[config.mk]
export PLATFORM = sky130hd
export DESIGN_NAME = mem_arbiter
export DESIGN_NICKNAME = d
export VERILOG_FILES = /design/src/rtl/mem_arbiter.sv
export SDC_FILE = /design/constraint.sdc
export NUM_CORES = 1
export LEC_CHECK = 0
export ABC_AREA = 1
export CORE_UTILIZATION = 41
export DETAILED_ROUTE_END_ITERATION = 12
export PLACE_DENSITY = 0.83
export SKIP_LAST_GASP = 1
export SLEW_MARGIN = 0
export SYNTH_ARGS = -nofsm -noshare
export SYNTH_HDL_FRONTEND = slang
export SYNTH_SLANG_ARGS = --single-unit
[constraint.sdc]
create_clock -name clock -period 2.1 [get_ports clock]
set_input_delay 0.525 -clock clock [delete_from_list [all_inputs] [get_ports clock]]
set_output_delay 0.525 -clock clock [all_outputs]
set_load 0.02 [all_outputs]
[src/rtl/mem_arbiter.sv]
// Round-robin arbiter that shares one single-port memory between the instruction-fetch
// (read-only) and data-access (read/write) ports, with one transaction in flight at a time.
module mem_arbiter #(
   parameter int READ_LATENCY = 1,
   parameter int DATA_W       = 32
) (
   input  logic              clock,
   input  logic              reset,
   input  logic              i_req,
   input  logic [31:0]       i_addr,
   output logic              i_gnt,
   output logic              i_rvalid,
   output logic [DATA_W-1:0] i_rdata,
   input  logic              d_req,
   input  logic              d_rw,
   input  logic [31:0]       d_addr,
   input  logic [DATA_W-1:0] d_wdata,
   output logic              d_gnt,
   output logic              d_rvalid,
   output logic [DATA_W-1:0] d_rdata,
   output logic [31:0]       mem_addr,
   output logic [DATA_W-1:0] mem_wdata,
   output logic              mem_rw,
   output logic              mem_en,
   input  logic [DATA_W-1:0] mem_rdata
);

   typedef enum logic [1:0] {IDLE, ISSUE, WAIT} state_t;

   localparam logic [2:0] LAT = 3'(READ_LATENCY);

   state_t     state, state_nxt;
   logic [2:0] cnt, cnt_nxt;
   logic       last_d;
   logic       owner_d;
   logic       capture;

   always_comb begin
      state_nxt = state;
      cnt_nxt   = cnt;
      i_gnt     = 1'b0;
      d_gnt     = 1'b0;
      capture   = 1'b0;
      case (state)
         IDLE: begin
            // On a tie the port that was not served last wins.
            if (!reset && (i_req || d_req)) begin
               if (d_req && (!i_req || !last_d)) d_gnt = 1'b1;
               else                               i_gnt = 1'b1;
               state_nxt = ISSUE;
            end
         end
         ISSUE: begin
            if (mem_rw) begin
               cnt_nxt   = LAT;
               state_nxt = WAIT;
            end else begin
               state_nxt = IDLE;
            end
         end
         WAIT: begin
            cnt_nxt = cnt - 3'd1;
            if (cnt == 3'd1) begin
               capture   = 1'b1;
               state_nxt = IDLE;
            end
         end
         default: state_nxt = IDLE;
      endcase
   end

   always_ff @(posedge clock) begin
      if (reset) begin
         state     <= IDLE;
         cnt       <= 3'd0;
         last_d    <= 1'b1;
         owner_d   <= 1'b0;
         mem_en    <= 1'b0;
         mem_rw    <= 1'b1;
         mem_addr  <= '0;
         mem_wdata <= '0;
         i_rvalid  <= 1'b0;
         d_rvalid  <= 1'b0;
         i_rdata   <= '0;
         d_rdata   <= '0;
      end else begin
         state    <= state_nxt;
         cnt      <= cnt_nxt;
         mem_en   <= i_gnt | d_gnt;
         i_rvalid <= capture & ~owner_d;
         d_rvalid <= capture & owner_d;
         // Memory-side fields change only on a grant so they hold between transactions.
         if (d_gnt) begin
            mem_addr  <= d_addr;
            mem_wdata <= d_wdata;
            mem_rw    <= d_rw;
            owner_d   <= 1'b1;
            last_d    <= 1'b1;
         end else if (i_gnt) begin
            mem_addr  <= i_addr;
            mem_rw    <= 1'b1;
            owner_d   <= 1'b0;
            last_d    <= 1'b0;
         end
         if (capture && !owner_d) i_rdata <= mem_rdata;
         if (capture && owner_d)  d_rdata <= mem_rdata;
      end
   end

endmodule

* After elaboration in Yosys (flattened, before gate mapping)
Cells that the tools add are included.
** Word-level totals
- Register bits :: 139
- Input port bits :: 133
- Word-level logic and storage cells :: 59
** Operators by class
- $add $sub $neg :: 1
- Equal/unequal tests :: 6
- Multiplexer cells :: 20
- Bitwise gates (word level) :: 4
- Reductions and logical operators :: 16
** Operator list (number)
- 32-bit two-way mux :: 2
- 1-bit two-way mux :: 12
- 2-bit two-way mux :: 3
- 2-bit != test (second input constant) :: 3
- 2-bit one-hot mux with 3 select lines :: 1
- 3-bit one-hot mux with 2 select lines :: 1
- 1-bit logical AND :: 4
- 1-bit zero test :: 4
- 2-bit AND reduction :: 2
- 2-bit nonzero test :: 2
- 3-bit by 1-bit == test with 1-bit output (second input constant) :: 1
- 3-bit two-way mux :: 1
- 3-bit by 1-bit subtractor with 3-bit output (second input constant) :: 1
- 1-bit AND :: 2
- 2-bit by 1-bit == test with 1-bit output (second input constant) :: 1
- 2-bit == test (second input constant) :: 1
- 2-bit zero test :: 1
- 1-bit logical OR :: 2
- 2-bit OR reduction :: 1
- 1-bit NOT :: 1
- 1-bit bitwise OR :: 1

* Depth between registers and ports, before layout
Gate-level depths: netlist of run 1.
- Word-level depth :: 8
- Depth in mapped cells :: 9

* Worst setup path after synthesis of run 1
Ideal clock, no wire load.
- Path kind :: input to output
- Start point :: input reset
- End point :: output i_gnt
- Data arrival time :: 1.551 ns
- Required time :: 1.575 ns
- Slack :: 0.024 ns
- Stages :: 5
- Path buffers :: 2
- Cell sequence :: buf_2 > nor2_1 > nand2_1 > buf_2 > nor2_1
** On the way
- Word-level cells in the longest chain between the ends :: 4
** RTL lines
- start: declaration :: RTL line 8 : input logic reset,
- 1-bit zero test :: RTL line 47 : if (!reset && (i_req || d_req)) begin
- 1-bit logical AND :: RTL line 47
- 1-bit two-way mux :: RTL line 47
- 1-bit two-way mux :: RTL line 44 : case (state)
- end: declaration :: RTL line 11 : output logic i_gnt,
Every way passes these cells.

* Worst setup path in the final report of run 1
- Start point :: register state[1]
- End point :: output d_gnt
** On the way
- Word-level cells in the longest chain between the ends :: 2
** RTL lines
- start: declaration :: RTL line 32 : state_t state, state_nxt;
- start signal: assignment :: RTL line 87 : state <= state_nxt;
- 2-bit zero test :: RTL line 44
- 1-bit two-way mux :: RTL line 44
- end: declaration :: RTL line 18 : output logic d_gnt,
Every way passes these cells.

==> results.sh, run 1 <==
export IMPL_cp_required_ns=1.57
export IMPL_tightest_slew_ns=0.932
export IMPL_antenna_left=0
export IMPL_startpoint="state[1]"
export IMPL_drt_wirelength_per_cell_um=14.3
export IMPL_yosysTopAreaCell="dfxtp_1"
export IMPL_ios=267
export IMPL_vias=5643
export IMPL_cts_made_buffers=17
export IMPL_grt_use_total_pct=23.7
export IMPL_synth_most_common_cell="nand2_1"
export IMPL_grt_pass1_vias=5083
export IMPL_finalCritPeriodShare_pct=94.8
export IMPL_port_buffers=266
export IMPL_final_util_pct=69.0
export IMPL_yosysWarnings=0
export IMPL_cp_start_kind="register"
export IMPL_start_util_pct=42.6
export IMPL_clk_latency_ns=0.42
export IMPL_grt_overflow=0
export IMPL_worst_slew_margin_rel_pct=37.9
export IMPL_ir_drop_mv=0.458
export IMPL_worstSetupEndpointType="output port"
export IMPL_place_congestion=0.792
export IMPL_p_sw_uw=1780
export IMPL_grt_pass1_wl_mm=24.9
export IMPL_nFillCells=1032
export IMPL_drc=0
export IMPL_cts_sinks=139
export IMPL_synth_edf_count=0
export IMPL_layout_nets=1090
export IMPL_drv_slew=0
export IMPL_status="finished clean"
export IMPL_grt_max_degree=89
export IMPL_dieArea_mm2=0.0137
export IMPL_synth_top_cell_area_share_pct=51.1
export IMPL_clockBufferDepth=2
export IMPL_async_flop_share_pct=0
export IMPL_vias_per_cell=4.95
export IMPL_place_inst=1108
export IMPL_r2r_start="state[1]"
export IMPL_power_uw=6980
export IMPL_drt_wl_total_mm=16.3
export IMPL_cts_clk_slew_worst_paths_ns=0.06
export IMPL_fp_dieH_um=117
export IMPL_maxCapViolCount=0
export IMPL_synthTopCellsByArea="dfxtp_1, nand2_1, nand3_1"
export IMPL_switching_share_pct=25.5
export IMPL_setup_violations=0
export IMPL_antenna_found_initial=0
export IMPL_fin_worst_skew_ns=0.00943
export IMPL_synth_commonest_cells="nand2_1, dfxtp_1, nand3_1"
export IMPL_worst_slack_ns=0.109
export IMPL_synth_nets=839
export IMPL_p_per_area_mw_per_mm2=792
export IMPL_layout_drive_gt1_share_pct=7.02
export IMPL_dr_first_iter_drc_count=428
export IMPL_dp_slack_ns=-0.502
export IMPL_area_growth_pct=61.8
export IMPL_core_mm2=0.0128
export IMPL_hpwlAfterDp_mm=11.0
export IMPL_firstDrtPassIters=4
export IMPL_antenna_cells=0
export IMPL_synth_area_mm2=0.00545
export IMPL_ctsRootBufferMaster="clkbuf_16"
export IMPL_finalCriticalPeriod_ns=1.99
export IMPL_cts_tree="done"
export IMPL_grt_setup_unrepaired="no"
export IMPL_syn_avg_cell_area_um2=7.73
export IMPL_synthDistinctLibCells=25
export IMPL_critical_path_class="reg2out"
export IMPL_synth_seq_cells=139
export IMPL_cp_max_fo=6
export IMPL_fmax_ghz=0.502
export IMPL_synth_seq_area_share_pct=51.1
export IMPL_leakagePower_uw=0.00333
export IMPL_hold_class="reg2reg"
export IMPL_die_w_um=117
export IMPL_internal_power_uw=5200
export IMPL_postSynthCellCount=704
export IMPL_power_frac_seq_pct=40.3
export IMPL_row_count=41
export IMPL_hold_violations=0
export IMPL_synthFlopType="dfxtp_1"
export IMPL_combPwrFrac_pct=16.0
export IMPL_cts_max_level=4
export IMPL_min_delay_start="d_rdata[13]"
export IMPL_fin_cells=1140
export IMPL_clockPowerShare_pct=43.6
export IMPL_cp_arrival_ns=1.47
cell families after synthesis:
group | Yosys count | share of synthesized area [%]
AO/OA/AOI/OAI | 139 | 13.7
XOR/XNOR | 1 | 0.161
adder cells (fa/ha/maj) | 2 | 0.459
buffers and inverters | 97 | 8.29
flip-flops | 139 | 51.1
AND/OR/NAND/NOR | 326 | 26.3
worst max-delay path: stages, from the launching register on:
cell	delay, ns
dfxtp_1	0.35
nor2_4	0.20
nand2_2	0.12
nor2_8	0.11
nand2_4	0.06
inv_2	0.05
buf_2	0.15
layer usage:
| metal | vias up | GRT usage [%] | routed length [um] |
|---|---|---|---|
| met5 | - | 0 | 0 |
| met4 | 0 | 10.8 | 438 |
| met3 | 32 | 9.53 | 1580 |
| met2 | 229 | 38.5 | 7780 |
| met1 | 2551 | 27.2 | 6540 |
| li1 | 2831 | - | - |
state kept, by name (all words and copies together) (netlist names):
signal     flops
last_d         1
owner_d        1
mem_en         1
d_rdata       32
mem_rw         1
mem_wdata     32
cnt            3
d_rvalid       1
i_rvalid       1
state          2
i_rdata       32
mem_addr      32
what timing repair did:
action                                  4_1_cts  5_1_grt
hold buffers                                  0        0
gates resized for setup                      12        0
endpoints found under the setup margin        2        0
buffers inserted                              0        0
worst paths after layout:
check / end / cells after the start / slack (ns)
min: d_rdata[13] / 2 / 0.46
min reg2reg: d_rdata[13] / 2 / 0.46
max reg2reg: mem_addr[17] / 6 / 0.53
max: d_gnt / 6 / 0.11
metrics by stage:
stage / hold slack, ns / setup TNS (ns) / cell area [um2]
2_1_floorplan: 0.442 / 0 / 5450
3_3_place_gp: 0.447 / -0.954 / 8210
3_5_place_dp: 0.452 / -1.06 / 8210
4_1_cts: 0.462 / 0 / 8810
5_1_grt: 0.474 / 0 / 8810
6_report: 0.458 / 0 / 8810
power by group through the flow:
stage               clock network (uW)  registers [uW]  logic (uW)
CTS                               3110            2810        1120
global route                      3250            2830        1210
detailed placement                   0            2870        1120
global placement                     0            2870        1110
floorplan                            0            2990         418
finish                            3040            2810        1120
cell type report:
class	count	area [um2]	share of cell area [%]
Clock buffer	19	443	5.03
Clock inverter	13	168	1.90
Inverter	42	158	1.79
Multi-Input combinational cell	468	2210	25.1
Sequential cell	139	2780	31.6
Tap cell	172	215	2.44
Timing Repair Buffer	287	2830	32.1
placed cells by master, fill, tap and decap left out, types with 3 or more instances in the layout:
cell / synthesis / layout
bufinv_16: 0 / 3
nor2_1: 73 / 72
o21ai_0: 27 / 27
o211ai_1: 20 / 20
inv_2: 4 / 4
clkinvlp_4: 0 / 5
a21oi_1: 85 / 85
inv_1: 38 / 38
clkdlybuf4s50_1: 0 / 261
nand4_1: 13 / 13
dfxtp_1: 139 / 139
clkinv_4: 0 / 3
o21ai_1: 6 / 6
nand3_1: 91 / 91
buf_4: 3 / 20
nor2_4: 4 / 4
nand2_1: 140 / 140
clkbuf_16: 0 / 17
(Power assumes the default switching activity.)
==> run 2: changes to the inputs <==
--- a/config.mk
+++ b/config.mk
@@ -6,9 +6,12 @@
 export NUM_CORES = 1
 export LEC_CHECK = 0
 export ABC_AREA = 1
-export CORE_UTILIZATION = 41
+export CELL_PAD_IN_SITES_DETAIL_PLACEMENT = 0
+export CELL_PAD_IN_SITES_GLOBAL_PLACEMENT = 2
+export CORE_UTILIZATION = 21
+export CTS_CLUSTER_DIAMETER = 120
 export DETAILED_ROUTE_END_ITERATION = 12
-export PLACE_DENSITY = 0.83
+export PLACE_DENSITY = 0.81
 export SKIP_LAST_GASP = 1
 export SLEW_MARGIN = 0
 export SYNTH_ARGS = -nofsm -noshare
==> run 2 against run 1 <==
Register-to-register slack better by 0.02 ns. First-iteration DRC count fell by 15%. Non-clock buffer count unchanged. Highest routed layer unchanged. Critical path type unchanged. Via count fell by 1.6%.
==> results.sh, run 2 (synthesized netlist as in run 1, its figures left out) <==
export IMPL_fin_worst_skew_ns=0.0101
export IMPL_final_cell_mix="clkdlybuf4s50_1, nand2_1, dfxtp_1"
export IMPL_cts_clk_slew_worst_paths_ns=0.06
export IMPL_power_frac_seq_pct=39.9
export IMPL_drt_wl_total_mm=19.0
export IMPL_dpl_instance_area_mm2=0.00842
export IMPL_path_cells="nor2_4 -> nand2_2 -> nor2_8 -> nand2_4 -> inv_2 -> buf_2"
export IMPL_fin_area_mm2=0.00901
export IMPL_rr_worst_depth=6
export IMPL_internal_power_uw=5170
export IMPL_firstDrtPassIters=4
export IMPL_setup_violations=0
export IMPL_fmax_ghz=0.508
export IMPL_cts_tree="done"
export IMPL_grt_setup_unrepaired="no"
export IMPL_critPathSlowestCell="dfxtp_1"
export IMPL_core_mm2=0.0253
export IMPL_vias=5553
export IMPL_finalCritPeriodShare_pct=93.8
export IMPL_hold_class="reg2reg"
export IMPL_cp_required_ns=1.57
export IMPL_r2r_start="state[1]"
export IMPL_critical_path_class="reg2out"
export IMPL_tightest_slew_ns=0.595
export IMPL_hold_violations=0
export IMPL_cts_made_buffers=17
export IMPL_antenna_found_initial=0
export IMPL_die_w_um=163
export IMPL_row_count=58
export IMPL_place_congestion=0.734
export IMPL_min_delay_start="i_rdata[15]"
export IMPL_cts_max_level=4
export IMPL_clockBufferDepth=2
export IMPL_layout_drive_gt1_share_pct=6.93
export IMPL_cp_start_kind="register"
export IMPL_dr_first_iter_drc_count=363
export IMPL_hold_path_end="i_rdata[15]"
export IMPL_dieArea_mm2=0.0266
export IMPL_rrSetupSlack_ns=0.55
export IMPL_worst_slack_ns=0.131
export IMPL_area_growth_pct=65.4
export IMPL_fp_dieH_um=163
export IMPL_grt_use_total_pct=14.4
export IMPL_startpoint="state[1]"
export IMPL_p_per_area_mw_per_mm2=784
export IMPL_vias_per_cell=4.28
export IMPL_final_util_pct=35.6
export IMPL_layout_nets=1090
export IMPL_hold_depth=2
export IMPL_grt_overflow=0
export IMPL_drt_wirelength_per_cell_um=14.7
export IMPL_cp_arrival_ns=1.44
export IMPL_grt_pass1_vias=5294
export IMPL_ios=267
export IMPL_switching_share_pct=26.8
export IMPL_clk_latency_ns=0.42
export IMPL_hpwlAfterDp_mm=12.7
export IMPL_clockPowerShare_pct=44.2
export IMPL_drc=0
export IMPL_dp_slack_ns=-0.541
export IMPL_p_sw_uw=1890
export IMPL_cts_sinks=139
export IMPL_slowest_delay_ns=0.35
export IMPL_r2r_end="mem_addr[17]"
export IMPL_antenna_left=0
export IMPL_start_util_pct=21.5
export IMPL_grt_max_degree=65
export IMPL_cp_max_fo=3
export IMPL_status="finished clean"
export IMPL_ir_drop_mv=0.399
export IMPL_drv_slew=0
export IMPL_worst_slew_margin_rel_pct=60.3
export IMPL_worstSetupEndpointType="output port"
export IMPL_leakagePower_uw=0.00334
export IMPL_combPwrFrac_pct=16.0
export IMPL_antenna_cells=0
export IMPL_tns_ns=0
export IMPL_port_buffers=266
export IMPL_maxCapViolCount=0
export IMPL_final_common_cell="clkdlybuf4s50_1"
export IMPL_power_uw=7060
export IMPL_grt_pass1_wl_mm=29.7
export IMPL_ctsRootBufferMaster="clkbuf_16"
export IMPL_finalCriticalPeriod_ns=1.97
export IMPL_cts_setup_buffers=0
## run 2: cell count changes in the layout (fill, tap and decap cells not counted), sizes merged
cell | before | now
clkinvlp | 5 | 2
inv | 43 | 45
clkbuf | 19 | 18
clkinv | 4 | 5
## run 2: worst max path at each step
stage,endpoint,slack (ns),cells past startpoint
finish,d_gnt,0.13,6
global placement,i_gnt,-0.55,6
floorplan,i_gnt,0.02,5
detailed placement,i_gnt,-0.54,6
CTS,d_gnt,0.09,6
global route,d_gnt,0.04,6
## run 2: metrics by stage
stage	std cells	hold WS, ns
6_report	1297	0.459
5_1_grt	1297	0.475
4_1_cts	1297	0.462
3_5_place_dp	1266	0.452
3_3_place_gp	1266	0.448
2_1_floorplan	704	0.442
## run 2: timing repair
item,4_1_cts,5_1_grt
hold buffers,0,0
resized for setup,12,0
setup endpoints to repair,2,0
## run 2: power by group through the flow
stage                     Combinational [uW]  Clock [uW]  Sequential [uW]
after floorplan                          418           0             2990
after global placement                  1150           0             2870
after detailed placement                1150           0             2870
after CTS                               1150        3240             2810
after global routing                    1230        3340             2830
final                                   1130        3120             2810
## run 2: routing by layer
metal / wire [um] / track usage, % / up-vias
met3: 1570 / 5.23 / 17
li1: - / - / 2821
met2: 8580 / 23.0 / 195
met1: 8570 / 17.8 / 2520
met5: 0 / 0 / -
met4: 282 / 4.63 / 0
## run 2: final cells by class
cell class	instances	area, um2
Fill cell	2683	16300
Timing Repair Buffer	287	2850
Sequential cell	139	2780
Multi-Input combinational cell	468	2210
Clock buffer	18	429
Tap cell	330	413
Clock inverter	13	166
Inverter	42	158
## run 2: worst max-delay path, delay by kind of cell, from the launching register on
| family | cells | cell delay, ns |
|---|---|---|
| AND/OR/NAND/NOR | 4 | 0.47 |
| buffers and inverters | 2 | 0.22 |
| flip-flops | 1 | 0.35 |
